File: config.mk
export PLATFORM = sky130hd
export DESIGN_NAME = iter_multdiv
export DESIGN_NICKNAME = d
export VERILOG_FILES = /design/src/rtl/iter_multdiv.sv
export SDC_FILE = /design/constraint.sdc
export NUM_CORES = 1
export LEC_CHECK = 0
export BUFFER_PORTS_ARGS = -buffer_cell sky130_fd_sc_hd__buf_2
export CAP_MARGIN = 5
export CORE_MARGIN = 1.5
export CORE_UTILIZATION = 63
export CTS_CLUSTER_SIZE = 10
export DETAILED_ROUTE_END_ITERATION = 10
export GPL_ROUTABILITY_DRIVEN = 0
export PLACE_DENSITY_LB_ADDON = 0.2
export SKIP_LAST_GASP = 1
export SLEW_MARGIN = 20
export SYNTH_ARGS = -nofsm -noshare
export SYNTH_HDL_FRONTEND = slang
export SYNTH_SLANG_ARGS = --single-unit
File: constraint.sdc
create_clock -name clock -period 8.66 [get_ports clock]
set_clock_uncertainty 0.05 [all_clocks]
set_input_delay 0.433 -clock clock [delete_from_list [all_inputs] [get_ports clock]]
set_output_delay 0.433 -clock clock [all_outputs]
set_load 0.005 [all_outputs]
File: src/rtl/iter_multdiv.sv
// iter_multdiv: iterative multiply/divide unit for the X stage.
//   Multiply is radix-2 shift-add, one multiplier bit per cycle. Divide is restoring
//   division, one quotient bit per cycle, returning the quotient only. Operands are
//   latched as magnitudes, and the sign is re-applied on the final iteration.
// Ports:
//   clock, reset        - clock; synchronous active-low reset
//   operand_a/_b        - multiplicand/dividend, multiplier/divisor (sampled on start)
//   ctrl_mult, ctrl_div - one-cycle start pulses (exactly one must be high)
//   sign_mode           - 1: two's complement, 0: unsigned (sampled on start)
//   cancel              - abort the operation in flight
//   result, exception   - last completed result and its overflow/div-by-zero flag
//   ready               - one-cycle completion pulse (state DONE)
//   busy                - high while iterating (state RUN)
module iter_multdiv #(
  parameter int unsigned WIDTH = 32,
  parameter int unsigned CNT_W = $clog2(WIDTH + 1)
) (
  input  logic             clock,
  input  logic             reset,
  input  logic [WIDTH-1:0] operand_a,
  input  logic [WIDTH-1:0] operand_b,
  input  logic             ctrl_mult,
  input  logic             ctrl_div,
  input  logic             sign_mode,
  input  logic             cancel,
  output logic [WIDTH-1:0] result,
  output logic             exception,
  output logic             ready,
  output logic             busy
);

  localparam int unsigned W2 = 2 * WIDTH;

  localparam logic [1:0] S_IDLE = 2'd0;
  localparam logic [1:0] S_RUN  = 2'd1;
  localparam logic [1:0] S_DONE = 2'd2;

  logic [1:0]       state_q, state_d;
  logic             is_div_q, is_div_d;
  logic             sgn_q, sgn_d;
  logic             neg_q, neg_d;
  logic [WIDTH-1:0] opnd_q, opnd_d;     // multiplicand or divisor magnitude
  logic [W2-1:0]    acc_q, acc_d;       // {hi, lo}: product, or {remainder, quotient}
  logic [CNT_W-1:0] cnt_q, cnt_d;
  logic [WIDTH-1:0] result_q, result_d;
  logic             exc_q, exc_d;
  logic             ready_q, busy_q;

  // Start acceptance and operand magnitudes
  logic             start_ok;
  logic             a_neg, b_neg;
  logic [WIDTH-1:0] a_mag, b_mag;

  assign start_ok = (state_q != S_RUN) && (ctrl_mult ^ ctrl_div) && !cancel;
  assign a_neg    = sign_mode & operand_a[WIDTH-1];
  assign b_neg    = sign_mode & operand_b[WIDTH-1];
  assign a_mag    = a_neg ? -operand_a : operand_a;
  assign b_mag    = b_neg ? -operand_b : operand_b;

  // One iteration of either algorithm
  logic [WIDTH:0]   mul_sum, div_trial;
  logic             div_ge;
  logic [WIDTH-1:0] div_rem;
  logic [W2-1:0]    acc_step;

  assign mul_sum   = {1'b0, acc_q[W2-1:WIDTH]} + (acc_q[0] ? {1'b0, opnd_q} : '0);
  assign div_trial = {acc_q[W2-1:WIDTH], acc_q[WIDTH-1]};
  assign div_ge    = div_trial >= {1'b0, opnd_q};
  // Remainder stays below the divisor, so the top trial bit is always dropped safely
  assign div_rem   = div_ge ? WIDTH'(div_trial - {1'b0, opnd_q}) : div_trial[WIDTH-1:0];
  assign acc_step  = is_div_q ? {div_rem, acc_q[WIDTH-2:0], div_ge}
                              : {mul_sum, acc_q[WIDTH-1:1]};

  // Sign fix-up and overflow detection on the final iteration
  logic [W2-1:0]    prod_s;
  logic [WIDTH-1:0] quo_s;
  logic             mul_ovf, div_ovf;

  assign prod_s  = neg_q ? -acc_step : acc_step;
  assign quo_s   = neg_q ? -acc_step[WIDTH-1:0] : acc_step[WIDTH-1:0];
  // Signed product fits only if bits [W2-1:WIDTH-1] are a pure sign extension
  assign mul_ovf = sgn_q ? (prod_s[W2-1:WIDTH-1] != {(WIDTH+1){prod_s[WIDTH-1]}})
                         : (|acc_step[W2-1:WIDTH]);
  // Only most-negative / -1 yields a positive quotient magnitude of 2^(WIDTH-1)
  assign div_ovf = sgn_q & ~neg_q & acc_step[WIDTH-1];

  // Next-state and datapath update
  always_comb begin
    state_d  = state_q;
    is_div_d = is_div_q;
    sgn_d    = sgn_q;
    neg_d    = neg_q;
    opnd_d   = opnd_q;
    acc_d    = acc_q;
    cnt_d    = cnt_q;
    result_d = result_q;
    exc_d    = exc_q;
    case (state_q)
      S_RUN: begin
        if (cancel) begin
          state_d = S_IDLE;
        end else if (is_div_q && (opnd_q == '0)) begin
          state_d  = S_DONE;
          result_d = '0;
          exc_d    = 1'b1;
        end else begin
          acc_d = acc_step;
          cnt_d = cnt_q + CNT_W'(1);
          if (cnt_q == CNT_W'(WIDTH - 1)) begin
            state_d  = S_DONE;
            result_d = is_div_q ? quo_s : prod_s[WIDTH-1:0];
            exc_d    = is_div_q ? div_ovf : mul_ovf;
          end
        end
      end
      default: begin
        state_d = S_IDLE;
        if (start_ok) begin
          state_d  = S_RUN;
          is_div_d = ctrl_div;
          sgn_d    = sign_mode;
          neg_d    = a_neg ^ b_neg;
          opnd_d   = ctrl_div ? b_mag : a_mag;
          acc_d    = {{WIDTH{1'b0}}, (ctrl_div ? a_mag : b_mag)};
          cnt_d    = '0;
        end
      end
    endcase
  end

  // Registers; busy/ready are flopped decodes of the next state
  always_ff @(posedge clock) begin
    if (!reset) begin
      state_q  <= S_IDLE;
      is_div_q <= 1'b0;
      sgn_q    <= 1'b0;
      neg_q    <= 1'b0;
      opnd_q   <= '0;
      acc_q    <= '0;
      cnt_q    <= '0;
      result_q <= '0;
      exc_q    <= 1'b0;
      ready_q  <= 1'b0;
      busy_q   <= 1'b0;
    end else begin
      state_q  <= state_d;
      is_div_q <= is_div_d;
      sgn_q    <= sgn_d;
      neg_q    <= neg_d;
      opnd_q   <= opnd_d;
      acc_q    <= acc_d;
      cnt_q    <= cnt_d;
      result_q <= result_d;
      exc_q    <= exc_d;
      ready_q  <= (state_d == S_DONE);
      busy_q   <= (state_d == S_RUN);
    end
  end

  assign result    = result_q;
  assign exception = exc_q;
  assign ready     = ready_q;
  assign busy      = busy_q;

endmodule

; After elaboration in Yosys (flattened, before gate mapping)
; Index checks and enable logic that the tools add are counted.
[word_totals]
ff_bits = 142
input_bits = 70
out_inout_bits = 35
word_cells = 76
[op_classes]
addsub = 7
n_lt_le_gt_ge = 1
eq_ne = 8
n_mux = 29
bitwise_logic = 9
reduce_logical = 11
[op_table]
columns = operator, n
row1 = two-way mux 64 bit, 6
row2 = two-way mux 32 bit, 10
row3 = negator 32 bit, 3
row4 = negator 64 bit, 1
row5 = adder 32 x 32 -> 33 bit, 1
row6 = >= comparator 33 x 32 -> 1 bit, 1
row7 = zero test 32 bit, 1
row8 = != test 32 bit, 1
row9 = OR reduction 32 bit, 1
row10 = subtractor 32 bit, 1
row11 = two-way mux 6 bit, 4
row12 = two-way mux 2 bit, 4
row13 = adder 6 x 1 -> 6 bit (second input constant), 1
row14 = equality test 6 x 5 -> 1 bit (second input constant), 1
row15 = AND reduction 3 bit, 2
row16 = two-way mux 1 bit, 5
row17 = bitwise AND 1 bit, 4
row18 = equality test 2 x 1 -> 1 bit (second input constant), 2
row19 = != test 2 bit (second input constant), 2
row20 = nonzero test 2 bit, 2
row21 = logical AND 1 bit, 3
row22 = NOT 1 bit, 3
row23 = equality test 2 bit (second input constant), 1
row24 = != test 2 x 1 -> 1 bit (second input constant), 1
row25 = 3 further kinds, 4

; Logic depth before layout (Yosys ltp)
[logic_depth]
ltp_word = 10
mapped_depth = 28
mapped_depth_nobuf = 25

; Worst setup path after synthesis
; No wires, ideal clock.
[synth_timing]
path_type = reg2reg
from = register is_div_q
to = register exc_q, in the netlist exception
setup_ns = 0.120
t_arrival_ns = 6.736
t_required_ns = 8.490
path_slack_ns = 1.754
path_stages_with_launch = 28
path_buffers = 11
period_less_slack_ns = 6.906
cell_sequence = dfxtp_1 buf_2 buf_2 buf_2 buf_2 clkbuf_1 clkbuf_1 clkbuf_1 clkbuf_1 clkbuf_1 buf_1 mux2i_1 ha_1 nand2_1 or2_2 nor2_1 nand2_1 nor3_2 and4_1 buf_4 nand2_4 o31ai_4 xor2_1 o21ai_1 nand4bb_1 nor4_1 or4b_1 o31a_1
[synth_between]
elab_chain_len = 8
word_cells_on_any_way = 13
cone_classes = add/sub: 1 / eq/ne: 1 / mux: 6 / bitwise: 1 / reduce/logical: 4
[synth_lines]
columns = element, line
row1 = start: declaration, 39  ; logic is_div_q, is_div_d;
row2 = start signal: assignment, 147  ; is_div_q <= is_div_d;
row3 = two-way mux 64 bit, 71  ; assign acc_step = is_div_q ? {div_rem, acc_q[WIDTH-2:0], div_ge}
row4 = negator 64 bit, 79  ; assign prod_s = neg_q ? -acc_step : acc_step;
row5 = two-way mux 64 bit, 79
row6 = != test 32 bit, 82  ; assign mul_ovf = sgn_q ? (prod_s[W2-1:WIDTH-1] != {(WIDTH+1){prod_s[WIDTH-1]}})
row7 = two-way mux 1 bit, 82
row8 = two-way mux 1 bit, 112  ; exc_d = is_div_q ? div_ovf : mul_ovf;
row9 = two-way mux 1 bit, 109  ; if (cnt_q == CNT_W'(WIDTH - 1)) begin
row10 = two-way mux 1 bit, 102  ; end else if (is_div_q && (opnd_q == '0)) begin
row11 = end signal: assignment, 142  ; exc_q <= 1'b0;
row12 = end signal: assignment, 154  ; exc_q <= exc_d;
row13 = end: declaration, 46  ; logic exc_q, exc_d;
; Parallel ways exist; a longest one is shown, timed or not. The select of a mux whose other input is x is not followed.
; A chain may end at the register's enable or synchronous reset.

; Worst setup path after layout
[layout_timing]
from = register opnd_q[7]
to = register exc_q, in the netlist exception
[layout_between]
elab_chain_len = 10
word_cells_on_any_way = 18
cone_classes = add/sub: 3 / order compare: 1 / eq/ne: 1 / mux: 8 / reduce/logical: 5
[layout_lines]
columns = element, line
row1 = start: declaration, 42  ; logic [WIDTH-1:0] opnd_q, opnd_d;
row2 = start signal: assignment, 150  ; opnd_q <= opnd_d;
row3 = two-way mux 32 bit (tied with other cells), 66  ; assign mul_sum = {1'b0, acc_q[W2-1:WIDTH]} + (acc_q[0] ? {1'b0, opnd_q} : '0);
row4 = adder 32 x 32 -> 33 bit or two-way mux 32 bit (tied branches), "66, 70"
row5 = two-way mux 64 bit, 71
row6 = negator 64 bit, 79
row7 = two-way mux 64 bit, 79
row8 = != test 32 bit, 82
row9 = two-way mux 1 bit, 82
row10 = two-way mux 1 bit, 112
row11 = two-way mux 1 bit, 109
row12 = two-way mux 1 bit, 102
; Parallel ways exist; a longest one is shown, timed or not. The select of a mux whose other input is x is not followed.

==> summary.md <==
| Metric | Value |
|---|---|
| Run status | `finished clean` |
| Wirelength per Cell | `21.8 um` |
| Commonest non-fill, non-tap cells in the layout | `nor2_1, nand2_1, a21oi_1, dfxtp_1, o21ai_0` |
| Nature of the critical path endpoint | `flop` |
| Fill cell count | `1915` |
| Starting Density | `64.6%` |
| Die area | `24300 um^2` |
| Final setup TNS | `0 ns` |
| CTS sink cnt | `142` |
| Slew HR | `20.9%` |
| Critical Path Fanout Max | `14` |
| Vias | `16.6k` |
| Ys flop type | `dfxtp_1` |
| Clock tree from TritonCTS | `done` |
| DRC viols | `0` |
| Worst Hold Launch | `reset` |
| RR Endpoint | `exception` |
| Initial antenna violation count | `1` |
| Commonest non-fill, non-tap cell in the layout | `nor2_1` |
| Area occupied by multi-input gates | `11100 um^2` |
| Post-cts hold buffer count | `0` |
| I/O Pins | `105` |
| Cell Rows | `55` |
| Period minus WS final | `6.75 ns` |
| Pre-antenna DRT Iters | `6` |
| Worst-Skew Late Latency | `0.46 ns` |
| DP Area | `15300 um^2` |
| Critical path class | `flop to flop` |
| Sequential power share | `31.6%` |
| Ys async rst share | `0%` |
| Combinational fraction of design power | `34.7%` |
| Final Max Slew Viols | `0` |
| FF/Latch Area | `2850 um^2` |
| Post-synth top area share | `19.3%` |
| Congestion Overflow GR | `0` |
| Crit path launch type | `flop` |
| Drt via density | `6.92` |
| Tot Pwr | `2.28 mW` |
| CTS HTree Levels | `4` |
| Final HPWL DP | `39000 um` |
| Final Hold Fails | `0` |
| Post-CTS setup buffer count | `0` |
| R2R Path Start | `opnd_q[7]` |
| Clock Tree Buf Depth | `2` |
| CP peak stage delay | `0.50 ns` |
| Worst reg-to-reg setup slack | `1.91 ns` |
| Clock-pin transition on the worst setup and hold timing paths | `0.07 ns` |
| Post-Synthesis Cell Area | `14700 um^2` |
| Post-synthesis cell type count | `102` |
| Die W | `156 um` |
| Crit path DAT | `7.04 ns` |
| 1st-iter DRT viols | `2252` |
| GRT Total Usage | `42.9%` |
| CORE AREA | `22800 um^2` |
| Syn avg cell area | `7.14 um^2` |
| Net Sw Frac | `40.9%` |
| Share of cells above drive strength 1 | `12.2%` |
| Root Driver | `clkbuf_16` |
| Power per Cell Area | `143 nW/um^2` |
| Cell internal pwr | `1.35 mW` |
| Most frequent CP cell | `nand2_1` |
| Max Cap Violations | `0` |
| Largest net degree at the start of global routing | `105` |
| FF+latch count, synth | `142` |
| Cell count after synthesis | `2061` |
| Synthesized Nets | `2201` |
| Fin area | `15900 um^2` |
| Worst R2R Path Depth | `25` |
| Max Clk Rate | `148 MHz` |
| Clock network fraction of total power | `33.6%` |
| Worst Tran Pin Value | `1.18 ns` |
| Port Buffers | `104` |
| Post-synthesis sequential area ratio | `19.3%` |
| Post-synth EDFFs | `0` |
| RSZ-0062 raised after global routing | `false` |
| Hold path depth | `2` |
| Ys Warns | `0` |
| Vias in the first global route | `15.3k` |
| Worst VDD drop | `112 uV` |
| Final ANT Viol Nets | `0` |
| Total wire length | `52400 um` |
| Fin crit share | `77.9%` |
| Slowest CP cell | `nor3_2` |
| Worst EP required | `8.95 ns` |
| First-pass GRT wire length | `81900 um` |
| Synth area leader | `dfxtp_1` |
| Hold EP | `opnd_q[5]` |
| CTS Buf Count | `17` |
| LEAKAGE | `6.28 nW` |
| Top post-synthesis cells by area | `dfxtp_1, nor2_1, nand2_1` |
| Hold WC Path Type | `input pin to flop` |
| Area Overhead vs Synth | `8.24%` |
| Final layout net count | `2218` |
| Chip height | `156 um` |
| Final setup fails | `0` |
| Resized Gates After CTS | `0` |
| Sw Pwr | `934 uW` |
-- kinds of logic after synthesis --
kind of cell               synth area share [%]
buffers and inverters                      5.74
muxes                                      4.20
adders and majority gates                  6.05
xor gates and xnor gates                   9.22
and+or+nand+nor                            27.3
DFF                                        19.3
AOI/OAI and AO/OA                          28.1
-- worst max-delay path by stage --
stage                     from   endpoint  cells past startpoint
detailed placement   opnd_q[7]  exception                     25
global placement    opnd_q[14]  exception                     25
global route         opnd_q[7]  exception                     25
finish               opnd_q[7]  exception                     25
CTS                  opnd_q[7]  exception                     25
floorplan             is_div_q  exception                     27
-- metal layers --
layer	vias to the layer above	track usage, %	wire [um]
li1	7543	-	-
met1	7724	53.0	19800
met2	1111	65.9	22400
met3	260	9.00	5900
met4	0	31.9	4320
met5	-	0	0
-- state kept, by name, indices dropped and copies added (netlist names) --
name,cells
state_q,2
acc_q,64
cnt_q,6
opnd_q,32
result,32
busy,1
exception,1
is_div_q,1
sgn_q,1
ready,1
neg_q,1
-- cells in the mapped netlist, types with 10 or more instances --
| master | n |
|---|---|
| nor2_1 | 260 |
| nand2_1 | 238 |
| a21oi_1 | 143 |
| dfxtp_1 | 142 |
| o21ai_0 | 106 |
| clkbuf_1 | 98 |
| xnor2_1 | 82 |
| xor2_1 | 73 |
| inv_1 | 72 |
| ha_1 | 68 |
| mux2i_1 | 55 |
| nor3_1 | 55 |
| nand3_1 | 45 |
| and2_1 | 44 |
| o211ai_1 | 42 |
| a22oi_1 | 34 |
| nand4_1 | 32 |
| a31oi_1 | 31 |
| or3_1 | 27 |
| nor4_1 | 26 |
| a211oi_1 | 23 |
| o221a_2 | 23 |
| o31ai_1 | 22 |
| nand2b_1 | 19 |
| a21o_1 | 16 |
| buf_2 | 16 |
| nor2b_1 | 16 |
| a311o_1 | 15 |
| or2_2 | 14 |
| o22ai_1 | 13 |
| o21a_1 | 11 |
| a41oi_1 | 10 |
| o21bai_1 | 10 |
-- critical path, delay by kind of cell (launching register included) --
kind | cells | cell delay (ns)
AOI/OAI and AO/OA | 8 | 2.13
adders and majority gates | 2 | 0.51
DFF | 1 | 0.40
xor gates and xnor gates | 1 | 0.23
buffers and inverters | 2 | 0.13
and+or+nand+nor | 12 | 3.16
-- layout make-up --
type | count | share of cell area [%]
multi-input cells | 1715 | 69.5
flip-flops and latches | 142 | 17.9
repair buffers | 129 | 4.57
clock buffers | 17 | 2.67
well taps | 313 | 2.46
inverters | 73 | 1.73
clock inverters | 15 | 1.18
diodes | 1 | 0.0157
-- metrics by stage --
stage               setup slack [ns]  std cells  hold WS (ns)  util [%]
floorplan                       1.75       2061         0.394         -
global placement                2.37       2371         0.407      67.1
detailed placement              2.16       2371         0.415      67.1
CTS                             2.12       2403         0.215      69.8
global route                    1.48       2404         0.223      70.0
finish                          1.91       2405         0.212      70.0
-- power by group through the flow --
stage	Combinational [mW]	Sequential, mW	Clock (mW)
4_1_cts	0.757	0.719	0.766
3_5_place_dp	0.750	0.734	0
2_1_floorplan	0.560	0.714	0
6_report	0.793	0.722	0.768
3_3_place_gp	0.740	0.732	0
5_1_grt	0.846	0.724	0.789
(Power assumes the default switching activity.)
